### src/rtl/led_display_row_driver_if.sv
// Row payload types and the pattern-generator -> row-driver handshake interface.
//   led_display_pkg         : panel geometry and the rgb_row_t row payload
//   led_display_row_driver_if: row_in / row_address_in / row_valid_in (master drives),
//                              row_ready_out (slave drives)

package led_display_pkg;

  localparam int unsigned GL_NUM_COL_PIXELS = 32;

  // One half-panel row: one bit per column for each colour plane.
  typedef struct packed {
    logic [GL_NUM_COL_PIXELS-1:0] red;
    logic [GL_NUM_COL_PIXELS-1:0] green;
    logic [GL_NUM_COL_PIXELS-1:0] blue;
  } rgb_half_t;

  // A full panel row pair: top half and bottom half are shifted together.
  typedef struct packed {
    rgb_half_t top;
    rgb_half_t bot;
  } rgb_row_t;

endpackage

interface led_display_row_driver_if;
  import led_display_pkg::*;

  rgb_row_t   row_in;
  logic [3:0] row_address_in;
  logic       row_valid_in;
  logic       row_ready_out;

  // Pattern generator side.
  modport master (
    output row_in,
    output row_address_in,
    output row_valid_in,
    input  row_ready_out
  );

  // Row driver side.
  modport slave (
    input  row_in,
    input  row_address_in,
    input  row_valid_in,
    output row_ready_out
  );

endinterface

### src/rtl/led_display_row_driver.sv
// HUB75-style row driver. Accepts one row pair over the row interface, shifts it
// out MSB column first on the six colour pins, latches it, then enables the panel
// for a fixed on-time before asking for the next row.
// Ports:
//   clk_in, n_reset_in : system clock, synchronous active-low reset
//   row_bus            : row handshake (slave side)
//   hub_r0/g0/b0       : top-half serial colour
//   hub_r1/g1/b1       : bottom-half serial colour
//   hub_clk            : panel shift clock
//   hub_lat            : panel latch strobe, active high
//   hub_oe_n           : panel output enable, active low
//   hub_addr           : panel row select

module led_display_row_driver
  import led_display_pkg::*;
#(
  parameter int unsigned SYS_CLK_FREQ = 100_000_000,
  parameter int unsigned CLK_DIV      = 2,
  parameter int unsigned ON_TIME      = 256,
  parameter int unsigned SIMULATION   = 0
) (
  input  logic                      clk_in,
  input  logic                      n_reset_in,
  led_display_row_driver_if.slave   row_bus,
  output logic                      hub_r0,
  output logic                      hub_g0,
  output logic                      hub_b0,
  output logic                      hub_r1,
  output logic                      hub_g1,
  output logic                      hub_b1,
  output logic                      hub_clk,
  output logic                      hub_lat,
  output logic                      hub_oe_n,
  output logic [3:0]                hub_addr
);

  localparam int unsigned N         = GL_NUM_COL_PIXELS;
  localparam int unsigned ON_CYCLES = (SIMULATION != 0) ? 8 : ON_TIME;
  localparam int unsigned DIV_W     = (CLK_DIV > 1) ? $clog2(CLK_DIV) : 1;
  localparam int unsigned COL_W     = (N > 1) ? $clog2(N) : 1;
  localparam int unsigned ON_W      = $clog2(ON_CYCLES + 1);
  localparam int unsigned PIX_W     = 6;

  // Reject parameter sets the timing cannot honour.
  if (CLK_DIV < 1 || ON_TIME < 1 || SYS_CLK_FREQ == 0) begin : g_param_check
    $error("led_display_row_driver: CLK_DIV, ON_TIME and SYS_CLK_FREQ must be nonzero");
  end

  typedef enum logic [2:0] {
    IDLE,
    SHIFT,
    BLANK,
    LATCH,
    DISPLAY
  } state_t;

  state_t            state_q,    state_d;
  logic [DIV_W-1:0]  div_q,      div_d;
  logic [COL_W-1:0]  col_q,      col_d;
  logic [ON_W-1:0]   on_q,       on_d;
  rgb_row_t          row_q,      row_d;
  logic [3:0]        cap_addr_q, cap_addr_d;
  logic              ready_q,    ready_d;
  logic [PIX_W-1:0]  pix_q,      pix_d;
  logic              hclk_q,     hclk_d;
  logic              lat_q,      lat_d;
  logic              oe_n_q,     oe_n_d;
  logic [3:0]        addr_q,     addr_d;

  // Colour pin bundle for one column, ordered {r0,g0,b0,r1,g1,b1}.
  function automatic logic [PIX_W-1:0] pixel_at(rgb_row_t r, logic [COL_W-1:0] c);
    return {r.top.red[c], r.top.green[c], r.top.blue[c],
            r.bot.red[c], r.bot.green[c], r.bot.blue[c]};
  endfunction

  // State and output registers.
  always_ff @(posedge clk_in) begin
    if (!n_reset_in) begin
      state_q    <= IDLE;
      div_q      <= '0;
      col_q      <= '0;
      on_q       <= '0;
      row_q      <= '0;
      cap_addr_q <= '0;
      ready_q    <= 1'b0;
      pix_q      <= '0;
      hclk_q     <= 1'b0;
      lat_q      <= 1'b0;
      oe_n_q     <= 1'b1;
      addr_q     <= '0;
    end else begin
      state_q    <= state_d;
      div_q      <= div_d;
      col_q      <= col_d;
      on_q       <= on_d;
      row_q      <= row_d;
      cap_addr_q <= cap_addr_d;
      ready_q    <= ready_d;
      pix_q      <= pix_d;
      hclk_q     <= hclk_d;
      lat_q      <= lat_d;
      oe_n_q     <= oe_n_d;
      addr_q     <= addr_d;
    end
  end

  // Next-state and next-output logic; outputs are computed one cycle ahead so
  // the registered pins line up with the state they belong to.
  always_comb begin
    state_d    = state_q;
    div_d      = div_q;
    col_d      = col_q;
    on_d       = on_q;
    row_d      = row_q;
    cap_addr_d = cap_addr_q;
    ready_d    = ready_q;
    pix_d      = pix_q;
    hclk_d     = hclk_q;
    lat_d      = lat_q;
    oe_n_d     = oe_n_q;
    addr_d     = addr_q;

    case (state_q)
      IDLE: begin
        ready_d = 1'b1;
        if (row_bus.row_valid_in && ready_q) begin
          row_d      = row_bus.row_in;
          cap_addr_d = row_bus.row_address_in;
          state_d    = SHIFT;
          col_d      = COL_W'(N - 1);
          div_d      = '0;
          hclk_d     = 1'b0;
          ready_d    = 1'b0;
          // Captured register is not loaded yet, so the first pixel comes from the bus.
          pix_d      = pixel_at(row_bus.row_in, COL_W'(N - 1));
        end
      end

      SHIFT: begin
        if (div_q == DIV_W'(CLK_DIV - 1)) begin
          div_d = '0;
          if (!hclk_q) begin
            hclk_d = 1'b1;
          end else begin
            // Falling edge: either advance to the next column or finish the row.
            hclk_d = 1'b0;
            if (col_q == '0) begin
              state_d = BLANK;
              addr_d  = cap_addr_q;
            end else begin
              col_d = col_q - COL_W'(1);
              pix_d = pixel_at(row_q, col_q - COL_W'(1));
            end
          end
        end else begin
          div_d = div_q + DIV_W'(1);
        end
      end

      BLANK: begin
        state_d = LATCH;
        lat_d   = 1'b1;
      end

      LATCH: begin
        state_d = DISPLAY;
        lat_d   = 1'b0;
        oe_n_d  = 1'b0;
        on_d    = '0;
      end

      DISPLAY: begin
        if (on_q == ON_W'(ON_CYCLES - 1)) begin
          state_d = IDLE;
          oe_n_d  = 1'b1;
          ready_d = 1'b1;
        end else begin
          on_d = on_q + ON_W'(1);
        end
      end

      default: begin
        state_d = IDLE;
        hclk_d  = 1'b0;
        lat_d   = 1'b0;
        oe_n_d  = 1'b1;
        ready_d = 1'b0;
      end
    endcase
  end

  assign row_bus.row_ready_out = ready_q;
  assign {hub_r0, hub_g0, hub_b0, hub_r1, hub_g1, hub_b1} = pix_q;
  assign hub_clk  = hclk_q;
  assign hub_lat  = lat_q;
  assign hub_oe_n = oe_n_q;
  assign hub_addr = addr_q;

endmodule
### src/flat_wrapper.sv
// flat-port wrapper written by rule: the top's interface ports become plain ports
module led_display_row_driver_flat import led_display_pkg::*;
#(
  parameter int unsigned SYS_CLK_FREQ = 100_000_000,
  parameter int unsigned CLK_DIV      = 2,
  parameter int unsigned ON_TIME      = 256,
  parameter int unsigned SIMULATION   = 0
)
  (clk_in, n_reset_in, hub_r0, hub_g0, hub_b0, hub_r1, hub_g1, hub_b1, hub_clk, hub_lat, hub_oe_n, hub_addr, row_bus_row_in, row_bus_row_address_in, row_bus_row_valid_in, row_bus_row_ready_out);
  led_display_row_driver_if row_bus_i ();
  input  logic clk_in;
  input  logic n_reset_in;
  output logic hub_r0;
  output logic hub_g0;
  output logic hub_b0;
  output logic hub_r1;
  output logic hub_g1;
  output logic hub_b1;
  output logic hub_clk;
  output logic hub_lat;
  output logic hub_oe_n;
  output logic [3:0] hub_addr;
  input wire logic [$bits(row_bus_i.row_in)-1:0] row_bus_row_in;
  input wire logic [$bits(row_bus_i.row_address_in)-1:0] row_bus_row_address_in;
  input wire logic [$bits(row_bus_i.row_valid_in)-1:0] row_bus_row_valid_in;
  output wire logic [$bits(row_bus_i.row_ready_out)-1:0] row_bus_row_ready_out;
  assign row_bus_i.row_in = row_bus_row_in;
  assign row_bus_i.row_address_in = row_bus_row_address_in;
  assign row_bus_i.row_valid_in = row_bus_row_valid_in;
  assign row_bus_row_ready_out = row_bus_i.row_ready_out;
  led_display_row_driver #(.SYS_CLK_FREQ(SYS_CLK_FREQ), .CLK_DIV(CLK_DIV), .ON_TIME(ON_TIME), .SIMULATION(SIMULATION)) u_core (.clk_in(clk_in), .n_reset_in(n_reset_in), .row_bus(row_bus_i), .hub_r0(hub_r0), .hub_g0(hub_g0), .hub_b0(hub_b0), .hub_r1(hub_r1), .hub_g1(hub_g1), .hub_b1(hub_b1), .hub_clk(hub_clk), .hub_lat(hub_lat), .hub_oe_n(hub_oe_n), .hub_addr(hub_addr));
endmodule
### config.mk
export PLATFORM = sky130hd
export DESIGN_NAME = led_display_row_driver_flat
export DESIGN_NICKNAME = d
export VERILOG_FILES = /design/src/rtl/led_display_row_driver_if.sv /design/src/rtl/led_display_row_driver.sv /design/src/flat_wrapper.sv
export SDC_FILE = /design/constraint.sdc
export NUM_CORES = 1
export LEC_CHECK = 0
export ABC_AREA = 1
export BUFFER_PORTS_ARGS = -buffer_cell sky130_fd_sc_hd__buf_2
export CAP_MARGIN = 15
export CORE_UTILIZATION = 43
export CTS_CLUSTER_DIAMETER = 80
export DETAILED_ROUTE_END_ITERATION = 7
export PLACE_DENSITY = 0.65
export SETUP_SLACK_MARGIN = 0.1
export SYNTH_ARGS = -nofsm -noshare
export SYNTH_HDL_FRONTEND = slang
export SYNTH_SLANG_ARGS = --single-unit
export TNS_END_PERCENT = 100
### constraint.sdc
create_clock -name clk_in -period 2.6 [get_ports clk_in]
set_input_delay 0.26 -clock clk_in [delete_from_list [all_inputs] [get_ports clk_in]]
set_output_delay 0.26 -clock clk_in [all_outputs]
set_load 0.1 [all_outputs]
After elaboration in Yosys (flattened, before gate mapping)
Cells that the tools add are included.
{ "op_classes": {"n_eq_ne": 12, "n_reduce_logical": 18, "n_bitwise": 3, "muxes": 41, "addsub": 3, "order_cmp": 1} }
{ "ops": {"columns": ["operator", "n"], "rows": [
  ["1-bit binary-select mux with 5-bit select", 6],
  ["6-bit 2-to-1 mux", 4],
  ["5-bit 2-to-1 mux", 4],
  ["9-bit one-hot mux with 2 select lines", 1],
  ["3-bit 2-to-1 mux", 5],
  ["3-bit one-hot mux with 5 select lines", 1],
  ["1-bit 2-to-1 mux", 12],
  ["6-bit one-hot mux with 2 select lines", 1],
  ["3-bit OR reduction", 4],
  ["2-bit by 1-bit inequality test with 1-bit output, second input constant", 5],
  ["5-bit one-hot mux with 2 select lines", 1],
  ["2-bit AND reduction", 5],
  ["5-bit AND reduction", 2],
  ["9-bit by 1-bit adder with 9-bit output, second input constant", 1],
  ["9-bit by 8-bit == test with 1-bit output, second input constant", 1],
  ["9-bit 2-to-1 mux", 1],
  ["1-bit one-hot mux with 3 select lines", 3],
  ["3-bit by 2-bit == test with 1-bit output, second input constant", 2],
  ["5-bit by 6-bit < comparator with 1-bit output, second input constant", 1],
  ["5-bit zero test", 1],
  ["5-bit by 1-bit subtractor with 5-bit output, second input constant", 1],
  ["2-bit inequality test, second input constant", 2],
  ["1-bit one-hot mux with 2 select lines", 2],
  ["4-bit AND reduction", 1],
  ["8 further kinds", 11]
]} }
{ "word_totals": {"out_inout_bits": 14, "in_bits": 199, "word_cells": 95, "ff_bits": 228} }

Depth between registers and ports, before layout
{ "depth": {"word_depth": 7, "ltp_mapped": 17, "ltp_nobuf": 13} }

Least setup slack after synthesis
No wires, ideal clock.
{ "synth_timing": {"kind": "reg2reg", "from": "register u_core.col_q[0]", "to": "register u_core.pix_q[2]", "synth_period_minus_slack_ns": 2.140, "path_stages_with_launch": 18, "n_path_buf": 6, "setup_ns": 0.109, "required_time_ns": 2.491, "arrival_time_ns": 2.031, "path_slack_ns": 0.460, "path_cell_list": "dfxtp_1 -> buf_2 -> inv_2 -> buf_2 -> buf_2 -> ha_1 -> clkbuf_1 -> inv_1 -> buf_2 -> buf_2 -> o211ai_1 -> nand3_1 -> nand3_1 -> nand2_1 -> nand2_1 -> nand3_1 -> nand2_1 -> inv_1"} }
{ "synth_between": {"elab_chain_cells": 7, "word_cells_on_any_way": 10, "classes_between": "add/sub (1); eq/ne (1); mux (6); reduce/logical (2)"} }
{ "synth_lines": {"columns": ["item", "line", "text"], "rows": [
  ["start: declaration", "led_display_row_driver.sv:59", "logic [COL_W-1:0] col_q, col_d;"],
  ["start signal: assignment", "led_display_row_driver.sv:94", "col_q <= col_d;"],
  ["5-bit by 1-bit subtractor with 5-bit output", "led_display_row_driver.sv:152", "pix_d = pixel_at(row_q, col_q - COL_W'(1));"],
  ["1-bit binary-select mux with 5-bit select", "led_display_row_driver.sv:73", "r.bot.red[c], r.bot.green[c], r.bot.blue[c]};"],
  ["1-bit 2-to-1 mux (implied by the code)", "led_display_row_driver.sv:73", null],
  ["6-bit 2-to-1 mux", "led_display_row_driver.sv:147", "if (col_q == '0) begin"],
  ["6-bit 2-to-1 mux", "led_display_row_driver.sv:142", "if (!hclk_q) begin"],
  ["6-bit 2-to-1 mux", "led_display_row_driver.sv:140", "if (div_q == DIV_W'(CLK_DIV - 1)) begin"],
  ["6-bit one-hot mux with 2 select lines", "led_display_row_driver.sv:123", "case (state_q)"],
  ["end signal: assignment", "led_display_row_driver.sv:99", "pix_q <= pix_d;"],
  ["end: declaration", "led_display_row_driver.sv:64", "logic [PIX_W-1:0] pix_q, pix_d;"]
]} }
Several ways; a longest one is shown, not always the timed one. The select of a mux whose other input is x is not followed.
A chain may end at the register's enable or synchronous reset.

Worst setup path in the final report
{ "layout_timing": {"from": "register u_core.col_q[0]", "to": "register u_core.pix_q[3]"} }
{ "layout_between": {"elab_chain_cells": 7, "word_cells_on_any_way": 10, "classes_between": "add/sub (1); eq/ne (1); mux (6); reduce/logical (2)"} }
{ "layout_lines": {"columns": ["item", "line", "text"], "rows": [
  ["5-bit by 1-bit subtractor with 5-bit output", "led_display_row_driver.sv:152", null],
  ["1-bit binary-select mux with 5-bit select", "led_display_row_driver.sv:72", "return {r.top.red[c], r.top.green[c], r.top.blue[c],"],
  ["1-bit 2-to-1 mux (implied by the code)", "led_display_row_driver.sv:72", null],
  ["6-bit 2-to-1 mux", "led_display_row_driver.sv:147", null],
  ["6-bit 2-to-1 mux", "led_display_row_driver.sv:142", null],
  ["6-bit 2-to-1 mux", "led_display_row_driver.sv:140", null],
  ["6-bit one-hot mux with 2 select lines", "led_display_row_driver.sv:123", null]
]} }
Several ways; a longest one is shown, not always the timed one. The select of a mux whose other input is x is not followed.

==> metrics.json <==
{
  "setup.worst_path.class": {"value": "reg -> reg"},
  "numCtsBuffers": {"value": 25},
  "cap_viol_max_count": {"value": 0},
  "grt_first_pass_wirelength": {"value": 43.4, "unit": "mm"},
  "areaGrowthSynthToFinish": {"value": 21.0, "unit": "%"},
  "synthesis.area": {"value": 0.0103, "unit": "mm²"},
  "drc": {"value": 0},
  "highest_clock_frequency_the_design_can_meet": {"value": 0.436, "unit": "GHz"},
  "finalWirelength": {"value": 27.6, "unit": "mm"},
  "num-nets-final": {"value": 1832},
  "placed_area": {"value": 0.0116, "unit": "mm²"},
  "synth.avg_cell_area": {"value": 6.98, "unit": "µm²"},
  "setup.reg_to_reg.worst_slack": {"value": 0.31, "unit": "ns"},
  "sequential_cell_area": {"value": 0.00457, "unit": "mm²"},
  "final_worst_path_cycle_share": {"value": 88.2, "unit": "%"},
  "timing.rr.end": {"value": "u_core.pix_q[3]"},
  "synth_enable_flop_cells": {"value": 0},
  "grtUsageTotal": {"value": 22.1, "unit": "%"},
  "clkPwrFrac": {"value": 34.5, "unit": "%"},
  "power.net_switching": {"value": 3690, "unit": "µW"},
  "drive_above_1_share": {"value": 18.1, "unit": "%"},
  "timing_max_transition_violations_final": {"value": 0},
  "multi_input_area": {"value": 0.00440, "unit": "mm²"},
  "static-leakage-power": {"value": 0.00552, "unit": "µW"},
  "netSwitchingFraction": {"value": 33.4, "unit": "%"},
  "worst_setup_path_start_kind": {"value": "register"},
  "power_density": {"value": 888, "unit": "mW/mm²"},
  "std_cell_rows": {"value": 56},
  "post-cts-setup-buffers": {"value": 0},
  "peakVddDrop": {"value": 0.000436, "unit": "V"},
  "setup_viol_count_final": {"value": 0},
  "grt_max_degree": {"value": 105},
  "vias_in_the_first_global_route": {"value": 8804},
  "finish.instance_area": {"value": 0.0125, "unit": "mm²"},
  "final_common_cell": {"value": "sky130_fd_sc_hd__nand2_1"},
  "coreArea": {"value": 0.0235, "unit": "mm²"},
  "post_synth_num_cell_types": {"value": 34},
  "routed_via_density": {"value": 4.97},
  "routedWlPerCell": {"value": 14.0, "unit": "µm"},
  "r2r_start": {"value": "u_core.col_q[0]"},
  "number_of_register_bits_inferred_by_synthesis": {"value": 228},
  "cts-root-to-sink-buffers": {"value": 3},
  "total_negative_slack_for_setup_checks": {"value": 0, "unit": "ns"},
  "internal_power": {"value": 7370, "unit": "µW"},
  "hold_buf_count_cts": {"value": 0},
  "hold_start": {"value": "row_bus_row_in[167]"},
  "clock_latency_on_the_worst_skew_pair": {"value": 0.52, "unit": "ns"},
  "outcome": {"value": "finished, final reports clean"},
  "detailedRoute.firstPassIterationCount": {"value": 7},
  "cp-end-kind": {"value": "register"},
  "final.min_clock_period": {"value": 2.29, "unit": "ns"},
  "worst_hold_path.endpoint": {"value": "u_core.row_q[167]"},
  "place_hpwl": {"value": 18.7, "unit": "mm"},
  "critPathRequiredTime": {"value": 3.01, "unit": "ns"},
  "postSynthNetCount": {"value": 1679},
  "grt_antenna_before_repair": {"value": 2},
  "synthFlopType": {"value": "sky130_fd_sc_hd__dfxtp_1"},
  "arrival": {"value": 2.71, "unit": "ns"},
  "die_h": {"value": 157, "unit": "µm"},
  "hold_path.class": {"value": "in -> reg"},
  "htree_levels": {"value": 1},
  "finish.utilization": {"value": 53.1, "unit": "%"},
  "layout_setup_ws": {"value": 0.306, "unit": "ns"},
  "tritoncts_num_sinks": {"value": 228},
  "postCtsResizedCells": {"value": 0},
  "mostFrequentLayoutCells": {"value": "sky130_fd_sc_hd__nand2_1 (244), sky130_fd_sc_hd__dfxtp_1 (227), sky130_fd_sc_hd__inv_1 (217)"},
  "ys_warn_count": {"value": 0},
  "power_frac_seq": {"value": 36.3, "unit": "%"},
  "fin_total_pwr": {"value": 11100, "unit": "µW"},
  "crit_fanout": {"value": 48},
  "number_of_vias_after_detailed_routing": {"value": 9780},
  "final.setup_skew": {"value": 0.0121, "unit": "ns"},
  "rsz0062_at_grt": {"value": "false"},
  "seq_area_frac_synth": {"value": 44.3, "unit": "%"},
  "hold-path-cell-count": {"value": 3},
  "top_level_ports": {"value": 213},
  "maxSlewHeadroom": {"value": 23.9, "unit": "%"},
  "worst_setup_hold_path_clk_slew": {"value": 0.06, "unit": "ns"},
  "worst_slack_at_placement": {"value": 0.313, "unit": "ns"},
  "power_frac_comb": {"value": 29.3, "unit": "%"},
  "finalWeightedCongestion": {"value": 0.795},
  "synth-async-reset-ratio": {"value": 0, "unit": "%"},
  "io_buffers": {"value": 212},
  "die_w": {"value": 157, "unit": "µm"},
  "syn-instance-count": {"value": 1477},
  "antenna_violating_nets_post_route": {"value": 0},
  "design.die.area": {"value": 0.0246, "unit": "mm²"},
  "cts_root_buffer": {"value": "sky130_fd_sc_hd__clkbuf_16"},
  "grt_remaining_overflow": {"value": 0},
  "filler_cell_count": {"value": 2303},
  "finalHoldViolations": {"value": 0},
  "worst_max_slew_pin_slew": {"value": 1.14, "unit": "ns"},
  "rr_worst_depth": {"value": 12},
  "drt_iter0_markers": {"value": 532},
  "tritoncts": {"value": "yes"},
  "floorplan.initialDensity": {"value": 43.9, "unit": "%"}
}
synthesized netlist by cell type (2+ instances only):
cell type                    n  area share (%)
sky130_fd_sc_hd__a21oi_1   216              10
sky130_fd_sc_hd__a221oi_1    3            0.26
sky130_fd_sc_hd__buf_2      60             2.9
sky130_fd_sc_hd__buf_4       9            0.66
sky130_fd_sc_hd__buf_6       2            0.22
sky130_fd_sc_hd__clkbuf_1   35             1.3
sky130_fd_sc_hd__dfxtp_1   228              44
sky130_fd_sc_hd__ha_1        3            0.36
sky130_fd_sc_hd__inv_1     218             7.9
sky130_fd_sc_hd__inv_2       5            0.18
sky130_fd_sc_hd__nand2_1   244             8.9
sky130_fd_sc_hd__nand2_2     4            0.24
sky130_fd_sc_hd__nand3_1   177             8.6
sky130_fd_sc_hd__nor2_1     29             1.1
sky130_fd_sc_hd__nor2_2      4            0.24
sky130_fd_sc_hd__nor3_1      6            0.29
sky130_fd_sc_hd__nor3b_1     2            0.15
sky130_fd_sc_hd__o211ai_1    6            0.44
sky130_fd_sc_hd__o21ai_0   206              10
sky130_fd_sc_hd__o21ai_1     4            0.19
sky130_fd_sc_hd__o21bai_1    3            0.22
metal layers:
metal	vias up	routed length, µm	GRT usage, %
li1	5109	-	-
met1	4378	12800	29.0
met2	251	12700	36.9
met3	42	1290	3.02
met4	0	783	8.26
met5	-	0	0
area by class of cell:
cell class | instances | share of cell area, %
Tap cell | 319 | 3.20
Clock buffer | 33 | 5.66
Timing Repair Buffer | 233 | 10.7
Multi-Input combinational cell | 917 | 35.3
Sequential cell | 228 | 36.7
Antenna cell | 1 | 0.0201
Clock inverter | 13 | 1.62
Inverter | 225 | 6.81
kinds of logic after synthesis:
family,count (synthesis),synth area share (%)
AOI/OAI and AO/OA,442,21.9
xor gates and xnor gates,2,0.316
adders and majority gates,3,0.364
buffers and inverters,332,13.3
DFF,228,44.3
and+or+nand+nor,470,19.8
flip-flops by register name, summed over array words and instances (netlist names):
name	count
u_core.state_q	3
u_core.cap_addr_q	4
u_core.col_q	5
u_core.row_q	192
u_core.hub_oe_n	1
u_core.on_q	9
u_core.row_bus.row_ready_out	1
u_core.hub_clk	1
u_core.hub_addr	4
u_core.pix_q	6
u_core.div_q	1
u_core.hub_lat	1
worst max-delay path, stage by stage, from the launching register on:
cell	delay (ns)
sky130_fd_sc_hd__dfxtp_4	0.34
sky130_fd_sc_hd__clkinv_2	0.20
sky130_fd_sc_hd__ha_2	0.72
sky130_fd_sc_hd__inv_2	0.09
sky130_fd_sc_hd__buf_12	0.21
sky130_fd_sc_hd__o211ai_1	0.12
sky130_fd_sc_hd__nand3_1	0.10
sky130_fd_sc_hd__nand3_1	0.11
sky130_fd_sc_hd__nand2_1	0.06
sky130_fd_sc_hd__nand2_1	0.05
sky130_fd_sc_hd__nand3_1	0.07
sky130_fd_sc_hd__nand2_1	0.06
sky130_fd_sc_hd__inv_1	0.03
power groups by stage:
stage / Clock, µW / Combinational [µW] / Sequential [µW]
6_report: 3810 / 3240 / 4010
5_1_grt: 4050 / 3640 / 4040
4_1_cts: 3900 / 3260 / 4010
3_5_place_dp: 0 / 3240 / 4080
3_3_place_gp: 0 / 3220 / 4070
2_1_floorplan: 0 / 2170 / 4230
how the worst max path moves through the flow:
stage	slack [ns]	startpoint	depth (start not counted)	endpoint
after floorplan	0.46	u_core.col_q[0]	17	u_core.pix_q[2]
after global placement	0.33	u_core.col_q[0]	12	u_core.pix_q[3]
after detailed placement	0.31	u_core.col_q[0]	12	u_core.pix_q[3]
after CTS	0.30	u_core.col_q[0]	12	u_core.pix_q[3]
after global routing	0.14	u_core.col_q[0]	12	u_core.pix_q[5]
final	0.31	u_core.col_q[0]	12	u_core.pix_q[3]
stage by stage:
step           hold WS (ns)  std cells
2_1_floorplan         0.423       1477
3_3_place_gp          0.433       1922
3_5_place_dp          0.439       1922
4_1_cts             0.00123       1968
5_1_grt             0.00691       1968
6_report             0.0174       1969
No activity file was read; power rests on OpenSTA's default activity.
